[config.mk]
export PLATFORM = sky130hd
export DESIGN_NAME = temp_dt_frontend
export DESIGN_NICKNAME = d
export VERILOG_FILES = /design/src/rtl/temp_dt_frontend.sv
export SDC_FILE = /design/constraint.sdc
export NUM_CORES = 1
export LEC_CHECK = 0
export BUFFER_PORTS_ARGS = -buffer_cell sky130_fd_sc_hd__buf_2
export CAP_MARGIN = 40
export CORE_MARGIN = 3
export CORE_UTILIZATION = 35
export DETAILED_ROUTE_END_ITERATION = 10
export PLACE_DENSITY_LB_ADDON = 0.25
export SLEW_MARGIN = 20
export SYNTH_ARGS = -nofsm -noshare
export SYNTH_HDL_FRONTEND = slang
export SYNTH_SLANG_ARGS = --single-unit
[constraint.sdc]
create_clock -name clk -period 2.4 [get_ports clk]
set_input_delay 0.24 -clock clk [delete_from_list [all_inputs] [get_ports clk]]
set_output_delay 0.24 -clock clk [all_outputs]
set_load 0.05 [all_outputs]
[src/rtl/temp_dt_frontend.sv]
// temp_dt_frontend
//   Front-end ahead of the fuzzy evaluation core. It accepts signed temperature
//   samples T and emits (T, dT) pairs over a valid/ready handshake. dT is either
//   passed through from in_dt_i or derived as the per-sample slope over the last
//   N = 2^AVG_LOG2 samples. The history is updated in both modes, so switching
//   modes does not produce a dT spike.
// Ports
//   clk, rst_n          clock, async active-low reset
//   init_i              reseed request; the next accepted sample seeds the history
//   dt_mode_i           1 = internal slope, 0 = pass in_dt_i through
//   in_valid_i/in_ready_o, in_t_i, in_dt_i     input sample handshake
//   out_valid_o/out_ready_i, out_t_o, out_dt_o output pair handshake
//   primed_o            history holds valid samples (RUN state)
module temp_dt_frontend #(
  parameter int AVG_LOG2 = 2
) (
  input  logic       clk,
  input  logic       rst_n,
  input  logic       init_i,
  input  logic       dt_mode_i,
  input  logic       in_valid_i,
  output logic       in_ready_o,
  input  logic [7:0] in_t_i,
  input  logic [7:0] in_dt_i,
  output logic       out_valid_o,
  input  logic       out_ready_i,
  output logic [7:0] out_t_o,
  output logic [7:0] out_dt_o,
  output logic       primed_o
);
  localparam int N    = 1 << AVG_LOG2;
  // AVG_LOG2 = 0 still needs a 1-bit pointer; it is held at 0 in that case.
  localparam int WP_W = (AVG_LOG2 == 0) ? 1 : AVG_LOG2;

  typedef enum logic {EMPTY = 1'b0, RUN = 1'b1} state_e;

  state_e            state_q;
  logic [N-1:0][7:0] hist_q;
  logic [WP_W-1:0]   wp_q, wp_d;
  logic              out_valid_q;
  logic [7:0]        out_t_q, out_dt_q;

  logic              accept, seed;
  logic [7:0]        old_t, dt_run, dt_int;
  logic signed [8:0] diff, sh;

  assign in_ready_o  = !out_valid_q || out_ready_i;
  assign accept      = in_valid_i && in_ready_o;
  // init wins over the RUN path: a coincident sample becomes the seed.
  assign seed        = (state_q == EMPTY) || init_i;
  assign out_valid_o = out_valid_q;
  assign out_t_o     = out_t_q;
  assign out_dt_o    = out_dt_q;
  assign primed_o    = (state_q == RUN);

  always_comb begin
    old_t  = hist_q[wp_q];
    // 9-bit signed difference cannot overflow for 8-bit signed operands.
    diff   = $signed({in_t_i[7], in_t_i}) - $signed({old_t[7], old_t});
    sh     = diff >>> AVG_LOG2;
    // Only reachable for AVG_LOG2 = 0; wider windows always fit in 8 bits.
    if (sh > 9'sd127)       dt_run = 8'h7F;
    else if (sh < -9'sd128) dt_run = 8'h80;
    else                    dt_run = sh[7:0];
    dt_int = seed ? 8'h00 : dt_run;
    wp_d   = (AVG_LOG2 == 0) ? '0 : wp_q + 1'b1;
  end

  always_ff @(posedge clk or negedge rst_n) begin
    if (!rst_n) begin
      state_q     <= EMPTY;
      hist_q      <= '0;
      wp_q        <= '0;
      out_valid_q <= 1'b0;
      out_t_q     <= '0;
      out_dt_q    <= '0;
    end else begin
      if (accept) begin
        if (seed) begin
          // Fill every entry so the first slopes after seeding are flat.
          for (int i = 0; i < N; i++) hist_q[i] <= in_t_i;
        end else begin
          hist_q[wp_q] <= in_t_i;
          wp_q         <= wp_d;
        end
        out_valid_q <= 1'b1;
        out_t_q     <= in_t_i;
        out_dt_q    <= dt_mode_i ? dt_int : in_dt_i;
      end else if (out_ready_i) begin
        out_valid_q <= 1'b0;
      end

      if (init_i)      state_q <= EMPTY;
      else if (accept) state_q <= RUN;
    end
  end
endmodule

==> out/summary.txt, run 1 <==
Antenna violations before repair: 0
Cell area after synthesis: 2720 µm²
Full die area: 8850 µm²
Clock period minus final worst setup slack: 2300 ps
Maximum fanout along the worst path: 7
Clock Pin Slew Worst Setup and Hold Paths: 90 ps
Max Cap Violations: 0
Total length of routed wires: 5.60 mm
Met2 layer wire length in the routed design: 2.67 mm
Synth Area in XOR/XNOR: 2.26%
First-iteration detailed-routing DRC count: 47
Post-route standard cell area excluding fillers: 3350 µm²
Total power draw: 3.67 mW
Worst path bufs/invs: 2
Lkg Pwr: 1.51 nW
Share of power burned in combinational logic: 54.2%
Number of buffers created by CTS: 5
Uppermost routed layer: met4
Detail Route met3 WL: 194 µm
Initial core utilization: 36.8%
Maximum single-stage delay on the critical path: 590 ps
Critical path launch point type: register
Part of the power in registers: 31.5%
Simple-gate share of the synthesized area: 10.2%
Vias in the first global route: 1877
Final HPWL DP: 4.09 mm
Utilization of the core after routing: 45.5%
Worst Setup Path Type: reg -> reg
Fraction of synthesized area in multiplexers: 21.4%
Cell accounting for the most synthesized area: sky130_fd_sc_hd__dfrtp_1
Number of buffers added on ports: 40
Min-Delay Path Class: in -> reg
Largest buffer count on any clock path: 2
Mapped Avg Cell Area: 12.3 µm²
Total global-route track usage: 13.3%
Core Area: 7370 µm²
Post-synth EDFFs: 0
Highest clock rate: 434 MHz
Switching fraction of total power: 38.0%
Clk pwr share: 14.2%
H-tree level count: 2
Pwr Density: 1090 nW/µm²
Actual slew at the worst max-slew pin: 642 ps
Length of routed wiring on met1: 2.65 mm
Dominant combinational cell family by area after synthesis: multiplexers
Wire length of the first global-routing pass: 9.22 mm
Largest clock skew in the final design: 12.2 ps
Final Cycle Share: 96.0%
Final number of max-transition violations: 0
Register-to-Register Setup Slack: 100 ps
Die X: 94.1 µm
Switching power: 1.39 mW
Net count after synthesis: 255
Max-Slew Margin vs Limit: 57.1%
Int Pwr: 2.27 mW
GRT Residual Overflow: 0
Library cell with the highest instance count after synthesis: sky130_fd_sc_hd__dfrtp_1
Commonest cells in the netlist: 52 x sky130_fd_sc_hd__dfrtp_1, 34 x sky130_fd_sc_hd__mux2_2, 29 x sky130_fd_sc_hd__nand2_1, 12 x sky130_fd_sc_hd__ha_1, 11 x sky130_fd_sc_hd__inv_1
Top delay family on crit path: multiplexers
I/O pin count: 41
Number of hold-slack violations in the final timing report: 0
Post-route DRC violation count: 0
Cell at the root of the clock tree: sky130_fd_sc_hd__clkbuf_8
Largest net degree at the start of global routing: 29
Kind of end point of the critical path: register
Share of synthesized cell area in full adder, half adder and majority cells: 5.53%
Number of nets in the layout: 317
Data required time of the worst path: 2600 ps
Slowest cell on the critical path: sky130_fd_sc_hd__mux4_1
Unrepaired setup endpoints after global routing: true
Iteration count of the initial detailed-routing pass: 4
Number of storage elements in the synthesis netlist: 52
Ordered list of cells on the worst path: mux4_1, inv_2, ha_4, a21oi_2, o21ai_2, buf_4, a41oi_2, xor2_1, o21ai_1
Area contributors post-synth: sky130_fd_sc_hd__dfrtp_1 48%, sky130_fd_sc_hd__mux2_2 14%, sky130_fd_sc_hd__mux4_1 6.8%, sky130_fd_sc_hd__ha_1 5.5%, sky130_fd_sc_hd__nand2_1 4.0%
Floorplan die height: 94.1 µm
Total number of clock tree sinks: 52
Detail-routed via count per cell: 4.85
Most used DFF post-synth: sky130_fd_sc_hd__dfrtp_1
Vias after detailed routing: 1856
Portion of the post-synthesis area used by sequential elements: 47.9%
Synthesis-to-finish area growth: 23.5%
FP Rows: 31
Fillers: 697
Share of the synthesized area in the top cell type: 47.9%
Share of layout cells above drive strength 1: 47.5%
Compound-gate portion of the synthesized area: 8.39%
WP data arrival: 2500 ps
Cell area after placement: 3100 µm²
Synth cell types: 34
Cells after synthesis: 221
Clk Latency, worst-skew pair: 320 ps
N_diodes: 0
Run status: complete, no violations
Worst IR Drop VDD: 0.000371 V
TNS Setup: 0 ps
GP Congestion: 0.767
Async set-reset flop share out of synthesis: 100%
Count of nets left with antenna violations after detail routing: 0
Setup-failing EPs final: 0
Number of warning messages in the yosys log: 0
CTS tree: built
Routed len/inst: 14.6 µm
[flip-flops by register name, indices dropped and copies added (netlist names)]
name / cells
out_dt_o: 8
out_valid_o: 1
wp_q: 2
hist_q: 32
out_t_o: 8
primed_o: 1
[cells in the final DEF, fill, tap and decap left out, types with 6 or more instances in the layout]
cell type and n:
sky130_fd_sc_hd__inv_1 7, sky130_fd_sc_hd__a21oi_1 7, sky130_fd_sc_hd__nor3b_1 6, sky130_fd_sc_hd__dfrtp_1 51
sky130_fd_sc_hd__nor2_1 8, sky130_fd_sc_hd__buf_4 20, sky130_fd_sc_hd__buf_2 40, sky130_fd_sc_hd__mux2_2 34
sky130_fd_sc_hd__o21ai_2 6, sky130_fd_sc_hd__nand2_1 29, sky130_fd_sc_hd__ha_4 7
[metrics by stage]
step	hold WS, ps	setup WS [ps]	std cells
detailed placement	289	-110	370
global route	94.9	-23.5	383
global placement	282	-17.9	370
CTS	85.2	7.43	381
floorplan	-55.6	15.4	221
finish	92.4	95.4	383
[power groups by stage]
stage	clock, mW	combinational [mW]	sequential (mW)
finish	0.522	1.99	1.16
global route	0.577	2.17	1.18
CTS	0.544	1.72	1.15
detailed placement	0	1.65	1.16
global placement	0	1.62	1.16
floorplan	0	1.04	1.28
[final timing paths]
path                                         from                 endpoint  depth (start not counted)
setup / recovery              wp_q[0]$_DFFE_PN0P_  out_dt_o[4]$_DFFE_PN0P_                          9
hold / removal                             init_i     primed_o$_DFFE_PN0P_                          2
setup reg to reg              wp_q[0]$_DFFE_PN0P_  out_dt_o[4]$_DFFE_PN0P_                          9
hold reg to reg            out_t_o[5]$_DFFE_PN0P_   out_t_o[5]$_DFFE_PN0P_                          2
max in group asynchronous                   rst_n      wp_q[0]$_DFFE_PN0P_                          3
min in group asynchronous                   rst_n   hist_q[23]$_DFFE_PN0P_                          2
[timing repair]
item / CTS / global route
hold endpoints to repair: 26 / 0
setup buffers: 2 / 3
resized for setup: 7 / 23
hold buffers: 1 / 0
setup endpoints to repair: 7 / 7
pin swaps: 2 / 13
[area by class of cell]
class                      instances  area (µm²)  share of cell area (%)
inverter                          11        41.3                    1.23
timing repair buffer              63         383                    11.4
clock buffer                       5        68.8                    2.05
tap                               99         124                    3.70
sequential                        52        1300                    38.9
multi-input combinational        150        1410                    42.0
clock inverter                     3        25.0                   0.747
[layer usage]
metal,global-route usage [%],up-vias
met5,0,-
met4,5.42,0
met3,1.52,7
met2,21.9,41
met1,17.8,894
li1,-,914
[logic make-up after synthesis]
| family | Yosys count |
|---|---|
| compound gates | 32 |
| xor+xnor | 7 |
| fa+ha+maj | 12 |
| buf+inv | 19 |
| flops | 52 |
| mux | 42 |
| simple gates | 57 |
No activity file was read; power rests on OpenSTA's default activity.
==> run 2: changes to the inputs <==
--- a/config.mk
+++ b/config.mk
@@ -5,6 +5,7 @@
 export SDC_FILE = /design/constraint.sdc
 export NUM_CORES = 1
 export LEC_CHECK = 0
+export ABC_AREA = 1
 export BUFFER_PORTS_ARGS = -buffer_cell sky130_fd_sc_hd__buf_2
 export CAP_MARGIN = 40
 export CORE_MARGIN = 3
==> run 2 against run 1 <==
Compared with the run above: maximum frequency grew 2.7%; non-clock buffer count is 14 lower; clock skew decreased by 3.7 ps; core utilization is 1.8 points lower; clock power about the same; critical path type unchanged; largest cell class is now registers; largest power group unchanged.
==> out/summary.txt, run 2 <==
Post-synth EDFFs: 0
Async set-reset flop share out of synthesis: 100%
Unrepaired setup endpoints after global routing: false
Number of nets in the layout: 388
Commonest cells in the netlist: 56 x sky130_fd_sc_hd__nand2_1, 52 x sky130_fd_sc_hd__dfrtp_1, 35 x sky130_fd_sc_hd__a21oi_1, 31 x sky130_fd_sc_hd__o21ai_0, 25 x sky130_fd_sc_hd__inv_1
FP Rows: 30
GP Congestion: 0.895
Mapped Avg Cell Area: 8.45 µm²
Initial core utilization: 37.3%
Number of warning messages in the yosys log: 0
CTS tree: built
Vias in the first global route: 2252
Largest buffer count on any clock path: 2
Area contributors post-synth: sky130_fd_sc_hd__dfrtp_1 50%, sky130_fd_sc_hd__nand2_1 8.1%, sky130_fd_sc_hd__a21oi_1 6.7%, sky130_fd_sc_hd__o21ai_0 6.0%, sky130_fd_sc_hd__ha_1 5.8%
Worst Setup Path Type: reg -> reg
Clock Pin Slew Worst Setup and Hold Paths: 100 ps
Iteration count of the initial detailed-routing pass: 4
Routed len/inst: 14.1 µm
Final HPWL DP: 4.67 mm
Share of the synthesized area in the top cell type: 50.0%
Library cell with the highest instance count after synthesis: sky130_fd_sc_hd__nand2_1
Top register by number of flip-flops: hist_q
Portion of the post-synthesis area used by sequential elements: 50.0%
I/O pin count: 41
Full die area: 8510 µm²
Total global-route track usage: 16.0%
Most common cell after layout, fill and taps aside: sky130_fd_sc_hd__nand2_1
Wire length of the first global-routing pass: 10.8 mm
Total number of clock tree sinks: 52
Total length of routed wires: 6.36 mm
Critical path launch point type: register
Actual slew at the worst max-slew pin: 618 ps
Min-Delay Path Class: in -> reg
Cells after synthesis: 308
Antenna violations before repair: 0
Kind of end point of the critical path: register
Detail-routed via count per cell: 4.96
Synthesis-to-finish area growth: 17.3%
Number of storage elements in the synthesis netlist: 52
Post-Place Worst Slack: 202 ps
Post-route DRC violation count: 0
First-iteration detailed-routing DRC count: 70
Most used cells in the layout excluding fill and tap cells: 56 x sky130_fd_sc_hd__nand2_1, 52 x sky130_fd_sc_hd__dfrtp_1, 40 x sky130_fd_sc_hd__buf_2, 34 x sky130_fd_sc_hd__a21oi_1, 31 x sky130_fd_sc_hd__o21ai_0
Count of nets left with antenna violations after detail routing: 0
GRT Residual Overflow: 0
N_diodes: 0
Maximum fanout along the worst path: 33
Largest net degree at the start of global routing: 34
Worst IR Drop VDD: 0.000440 V
Run status: complete, no violations
Share of layout cells above drive strength 1: 21.1%
Clk Latency, worst-skew pair: 310 ps
Pwr Density: 1080 nW/µm²
Die X: 92.2 µm
WP data arrival: 2490 ps
Clock period minus final worst setup slack: 2240 ps
TNS Setup: 0 ps
Number of buffers created by CTS: 5
Largest clock skew in the final design: 8.49 ps
Cell accounting for the most synthesized area: sky130_fd_sc_hd__dfrtp_1
Most used DFF post-synth: sky130_fd_sc_hd__dfrtp_1
Number of hold-slack violations in the final timing report: 0
Lkg Pwr: 1.50 nW
Setup-failing EPs final: 0
Postcts setup bufs: 0
Final Cycle Share: 93.5%
Fillers: 749
Cell at the root of the clock tree: sky130_fd_sc_hd__clkbuf_8
Max-Slew Margin vs Limit: 58.7%
Core Area: 6980 µm²
Number of buffers added on ports: 40
Highest clock rate: 445 MHz
Synth cell types: 25
Final number of max-transition violations: 0
Data required time of the worst path: 2650 ps
Flip-flop count of the largest register after layout: 32
Cell area after synthesis: 2600 µm²
Vias after detailed routing: 2235
Max Cap Violations: 0
Floorplan die height: 92.2 µm
Worst setup margin: 155 ps
Net count after synthesis: 342
H-tree level count: 2
## run 2: cell count changes after synthesis, sizes merged, moves of 7 or more
cell	previous run	this run
nor2	8	17
nand2	29	64
nand3	1	12
mux2	35	0
a21oi	9	35
o22ai	1	16
nor3b	7	0
mux4	7	0
inv	11	31
o21ai	12	47
## run 2: critical path: stages, from the launching register on
cell                       delay, ps
sky130_fd_sc_hd__dfrtp_1         410
sky130_fd_sc_hd__buf_12          170
sky130_fd_sc_hd__o21ai_0         190
sky130_fd_sc_hd__a21oi_1          60
sky130_fd_sc_hd__a21oi_1         190
sky130_fd_sc_hd__ha_1            310
sky130_fd_sc_hd__inv_1           140
sky130_fd_sc_hd__nor3_1           80
sky130_fd_sc_hd__a211oi_1        270
sky130_fd_sc_hd__nand2_1          90
sky130_fd_sc_hd__nand2_1          70
sky130_fd_sc_hd__nand3_2          60
sky130_fd_sc_hd__a21oi_1         120
## run 2: final cells by class
class	count	area, µm²	share of cell area, %
flip-flops and latches	52	1300	42.6
multi-input cells	212	1130	36.9
repair buffers	49	283	9.27
clock inverters	3	22.5	0.738
well taps	96	120	3.94
inverters	34	130	4.26
clock buffers	5	68.8	2.26
## run 2: worst paths after layout
path / start / endpoint / slack (ps) / cells after the start
max: wp_q[0]$_DFFE_PN0P_ / out_dt_o[7]$_DFFE_PN0P_ / 160 / 12
min: init_i / primed_o$_DFFE_PN0P_ / 120 / 2
max reg2reg: wp_q[0]$_DFFE_PN0P_ / out_dt_o[7]$_DFFE_PN0P_ / 160 / 12
min reg2reg: out_t_o[1]$_DFFE_PN0P_ / out_t_o[1]$_DFFE_PN0P_ / 490 / 2
max in group asynchronous: rst_n / hist_q[12]$_DFFE_PN0P_ / 1370 / 3
min in group asynchronous: rst_n / hist_q[27]$_DFFE_PN0P_ / 410 / 2
## run 2: cells by family (layout without fill, tap and decap cells)
logic type	Yosys count	after routing	share of synthesized area, %
XOR/XNOR	2	2	0.673
flip-flops	52	52	50.0
adder cells (fa/ha/maj)	12	12	5.77
AND/OR/NAND/NOR	98	98	16.5
buffers and inverters	44	91	6.87
AO/OA/AOI/OAI	100	100	20.2
## run 2: what timing repair did
action                                 4_1_cts  5_1_grt
hold buffers                                 1        0
setup endpoints to repair                    0        2
resized for setup                            0        1
endpoints found under the hold margin       18        0
## run 2: power breakdown
| part | leakage, nW | switching (mW) | internal [mW] |
|---|---|---|---|
| Combinational | 0.821 | 1.08 | 0.564 |
| Sequential | 0.631 | 0.0936 | 1.05 |
| Clock | 0.0485 | 0.313 | 0.210 |
| Total | 1.50 | 1.48 | 1.82 |
## run 2: through the flow
stage | power (mW) | cell area, µm² | utilization, % | std cells | hold slack (ps)
floorplan | 2.39 | 2600 | - | 308 | -55.6
global placement | 2.77 | 2950 | 42.2 | 442 | 226
detailed placement | 2.79 | 2950 | 42.2 | 442 | 233
CTS | 3.34 | 3050 | 43.7 | 451 | 114
global route | 3.61 | 3050 | 43.7 | 451 | 163
finish | 3.31 | 3050 | 43.7 | 451 | 123
## run 2: routing by layer
layer | GRT usage (%) | part of all wire [%] | up-vias
met5 | 0 | 0 | -
li1 | - | - | 1128
met2 | 28.0 | 49 | 31
met1 | 20.1 | 46 | 1070
met4 | 5.20 | 1.5 | 0
met3 | 2.71 | 2.7 | 6
==> run 3: changes to the inputs <==
--- a/config.mk
+++ b/config.mk
@@ -6,11 +6,11 @@
 export NUM_CORES = 1
 export LEC_CHECK = 0
 export ABC_AREA = 1
-export BUFFER_PORTS_ARGS = -buffer_cell sky130_fd_sc_hd__buf_2
 export CAP_MARGIN = 40
 export CORE_MARGIN = 3
 export CORE_UTILIZATION = 35
 export DETAILED_ROUTE_END_ITERATION = 10
+export DONT_BUFFER_PORTS = 1
 export PLACE_DENSITY_LB_ADDON = 0.25
 export SLEW_MARGIN = 20
 export SYNTH_ARGS = -nofsm -noshare
==> run 3 against run 2 <==
Compared with the run above: worst setup slack better by 47 ps; critical endpoint unchanged; clock skew down 3.2 ps; worst hold slack got worse by 91 ps; maximum frequency increased by 2.1%; largest cell class unchanged; final area fell by 4.0%; combinational power decreased by 16%; power is 2.7% higher; routed wire length fell by 2.5%; core utilization shrank 1.7 points; sequential power rose by 19%; critical path depth is 1 lower; register-to-register slack improved by 50 ps.
==> out/summary.txt, run 3 (synthesis gave the netlist of run 2 again) <==
Flip-flop count of the largest register after layout: 32
Initial core utilization: 37.3%
WP data arrival: 2430 ps
Clk Latency, worst-skew pair: 300 ps
Largest clock skew in the final design: 5.25 ps
Kind of end point of the critical path: register
Worst setup margin: 202 ps
GP Congestion: 0.831
Detail-routed via count per cell: 5.04
Total global-route track usage: 15.6%
H-tree level count: 2
Utilization of the core after routing: 42.0%
Number of buffers added on ports: 0
Critical path launch point type: register
Pwr Density: 1160 nW/µm²
Count of nets left with antenna violations after detail routing: 0
GRT Residual Overflow: 0
Core Area: 6980 µm²
Top register by number of flip-flops: hist_q
Number of nets in the layout: 353
Vias after detailed routing: 2095
Actual slew at the worst max-slew pin: 639 ps
Vias in the first global route: 2118
Largest net degree at the start of global routing: 53
Most common cell after layout, fill and taps aside: sky130_fd_sc_hd__nand2_1
Post-Place Worst Slack: 33.0 ps
Setup-failing EPs final: 0
Lkg Pwr: 1.38 nW
Floorplan die height: 92.2 µm
Clock Pin Slew Worst Setup and Hold Paths: 90 ps
Min-Delay Path Class: in -> reg
Post-route standard cell area excluding fillers: 2930 µm²
Total length of routed wires: 6.20 mm
Max Cap Violations: 0
Synthesis-to-finish area growth: 12.6%
Full die area: 8510 µm²
Die X: 92.2 µm
Worst Setup Path Type: reg -> reg
First-iteration detailed-routing DRC count: 85
FP Rows: 30
Cell count of the worst hold path: 1
Data required time of the worst path: 2630 ps
Wire length of the first global-routing pass: 10.5 mm
Total number of clock tree sinks: 52
Antenna violations before repair: 0
Final Cycle Share: 91.6%
Endpoint of the most critical setup path: out_dt_o[7]$_DFFE_PN0P_
Max-Slew Margin vs Limit: 57.2%
Unrepaired setup endpoints after global routing: true
Postcts setup bufs: 0
Post-route DRC violation count: 0
Cell at the root of the clock tree: sky130_fd_sc_hd__clkbuf_8
Iteration count of the initial detailed-routing pass: 4
Register-to-Register Setup Slack: 200 ps
Most used cells in the layout excluding fill and tap cells: 56 x sky130_fd_sc_hd__nand2_1, 50 x sky130_fd_sc_hd__dfrtp_1, 35 x sky130_fd_sc_hd__a21oi_1, 31 x sky130_fd_sc_hd__o21ai_0, 25 x sky130_fd_sc_hd__inv_1
N_diodes: 0
Startpoint of the worst-slack reg-to-reg timing path: wp_q[0]$_DFFE_PN0P_
Share of layout cells above drive strength 1: 12.8%
I/O pin count: 41
Number of hold-slack violations in the final timing report: 0
Worst setup path startpoint: wp_q[0]$_DFFE_PN0P_
Largest buffer count on any clock path: 2
TNS Setup: 0 ps
Maximum fanout along the worst path: 23
Run status: complete, no violations
Highest clock rate: 455 MHz
Final HPWL DP: 4.45 mm
Cell area after placement: 2760 µm²
R2r worst-path depth: 11
Number of buffers created by CTS: 5
Fillers: 740
CTS tree: built
Worst IR Drop VDD: 0.000468 V
Final number of max-transition violations: 0
Routed len/inst: 14.9 µm
Reg-to-Reg End: out_dt_o[7]$_DFFE_PN0P_
Clock period minus final worst setup slack: 2200 ps
run 3: changes by cell type in the layout (fill, tap and decap cells not counted), sizes merged:
cell / previous run / this run
clkbuf: 5 / 7
buf: 48 / 13
clkinv: 5 / 3
bufinv: 0 / 1
inv: 32 / 31
run 3: cell type report:
type,count,area [µm²],share of cell area [%]
clock buffer,7,96.3,3.29
timing repair buffer,14,128,4.36
multi-input combinational,212,1120,38.3
clock inverter,1,30.0,1.02
inverter,34,130,4.44
tap,96,120,4.10
sequential,52,1300,44.5
run 3: what timing repair did:
| action | CTS | global route |
|---|---|---|
| endpoints found under the setup margin | 0 | 8 |
| resized for setup | 0 | 2 |
| hold endpoints to repair | 52 | 0 |
| hold buffers | 2 | 0 |
run 3: where the power goes:
group / switching (mW) / internal [mW] / total [mW]
logic: 0.844 / 0.539 / 1.38
registers: 0.312 / 1.05 / 1.36
clock network: 0.283 / 0.368 / 0.651
total: 1.44 / 1.96 / 3.39
run 3: worst min-delay path by stage:
stage / startpoint / end / slack, ps
6_report: init_i / primed_o$_DFFE_PN0P_ / 30
5_1_grt: init_i / primed_o$_DFFE_PN0P_ / 30
4_1_cts: init_i / primed_o$_DFFE_PN0P_ / 30
3_5_place_dp: rst_n / out_t_o[4]$_DFFE_PN0P_ / -50
3_3_place_gp: rst_n / out_t_o[4]$_DFFE_PN0P_ / -50
2_1_floorplan: rst_n / hist_q[0]$_DFFE_PN0P_ / -60
run 3: per-layer routing:
metal  track usage (%)  part of all wire (%)  wire, µm  up-vias
met4              5.69                   1.4        84        0
met5                 0                     0         0        -
li1                  -                     -         -     1051
met2              24.9                    48      2950       37
met1              21.0                    46      2830     1001
met3              3.20                   5.5       344        6
run 3: metrics by stage:
stage | hold slack, ps | std cells | power [mW]
detailed placement | -53.3 | 406 | 2.74
finish | 32.3 | 416 | 3.39
CTS | 29.2 | 416 | 3.43
global placement | -52.8 | 406 | 2.71
global route | 32.4 | 416 | 3.68
floorplan | -55.6 | 308 | 2.39
run 3: critical path: stages, from the launching register on:
cell,delay [ps]
sky130_fd_sc_hd__dfrtp_2,550
sky130_fd_sc_hd__o21ai_0,220
sky130_fd_sc_hd__a21oi_1,60
sky130_fd_sc_hd__a21oi_1,180
sky130_fd_sc_hd__ha_1,290
sky130_fd_sc_hd__inv_1,140
sky130_fd_sc_hd__nor3_1,70
sky130_fd_sc_hd__a211oi_1,260
sky130_fd_sc_hd__nand2_1,90
sky130_fd_sc_hd__nand2_1,70
sky130_fd_sc_hd__nand3_2,70
sky130_fd_sc_hd__a21oi_1,130
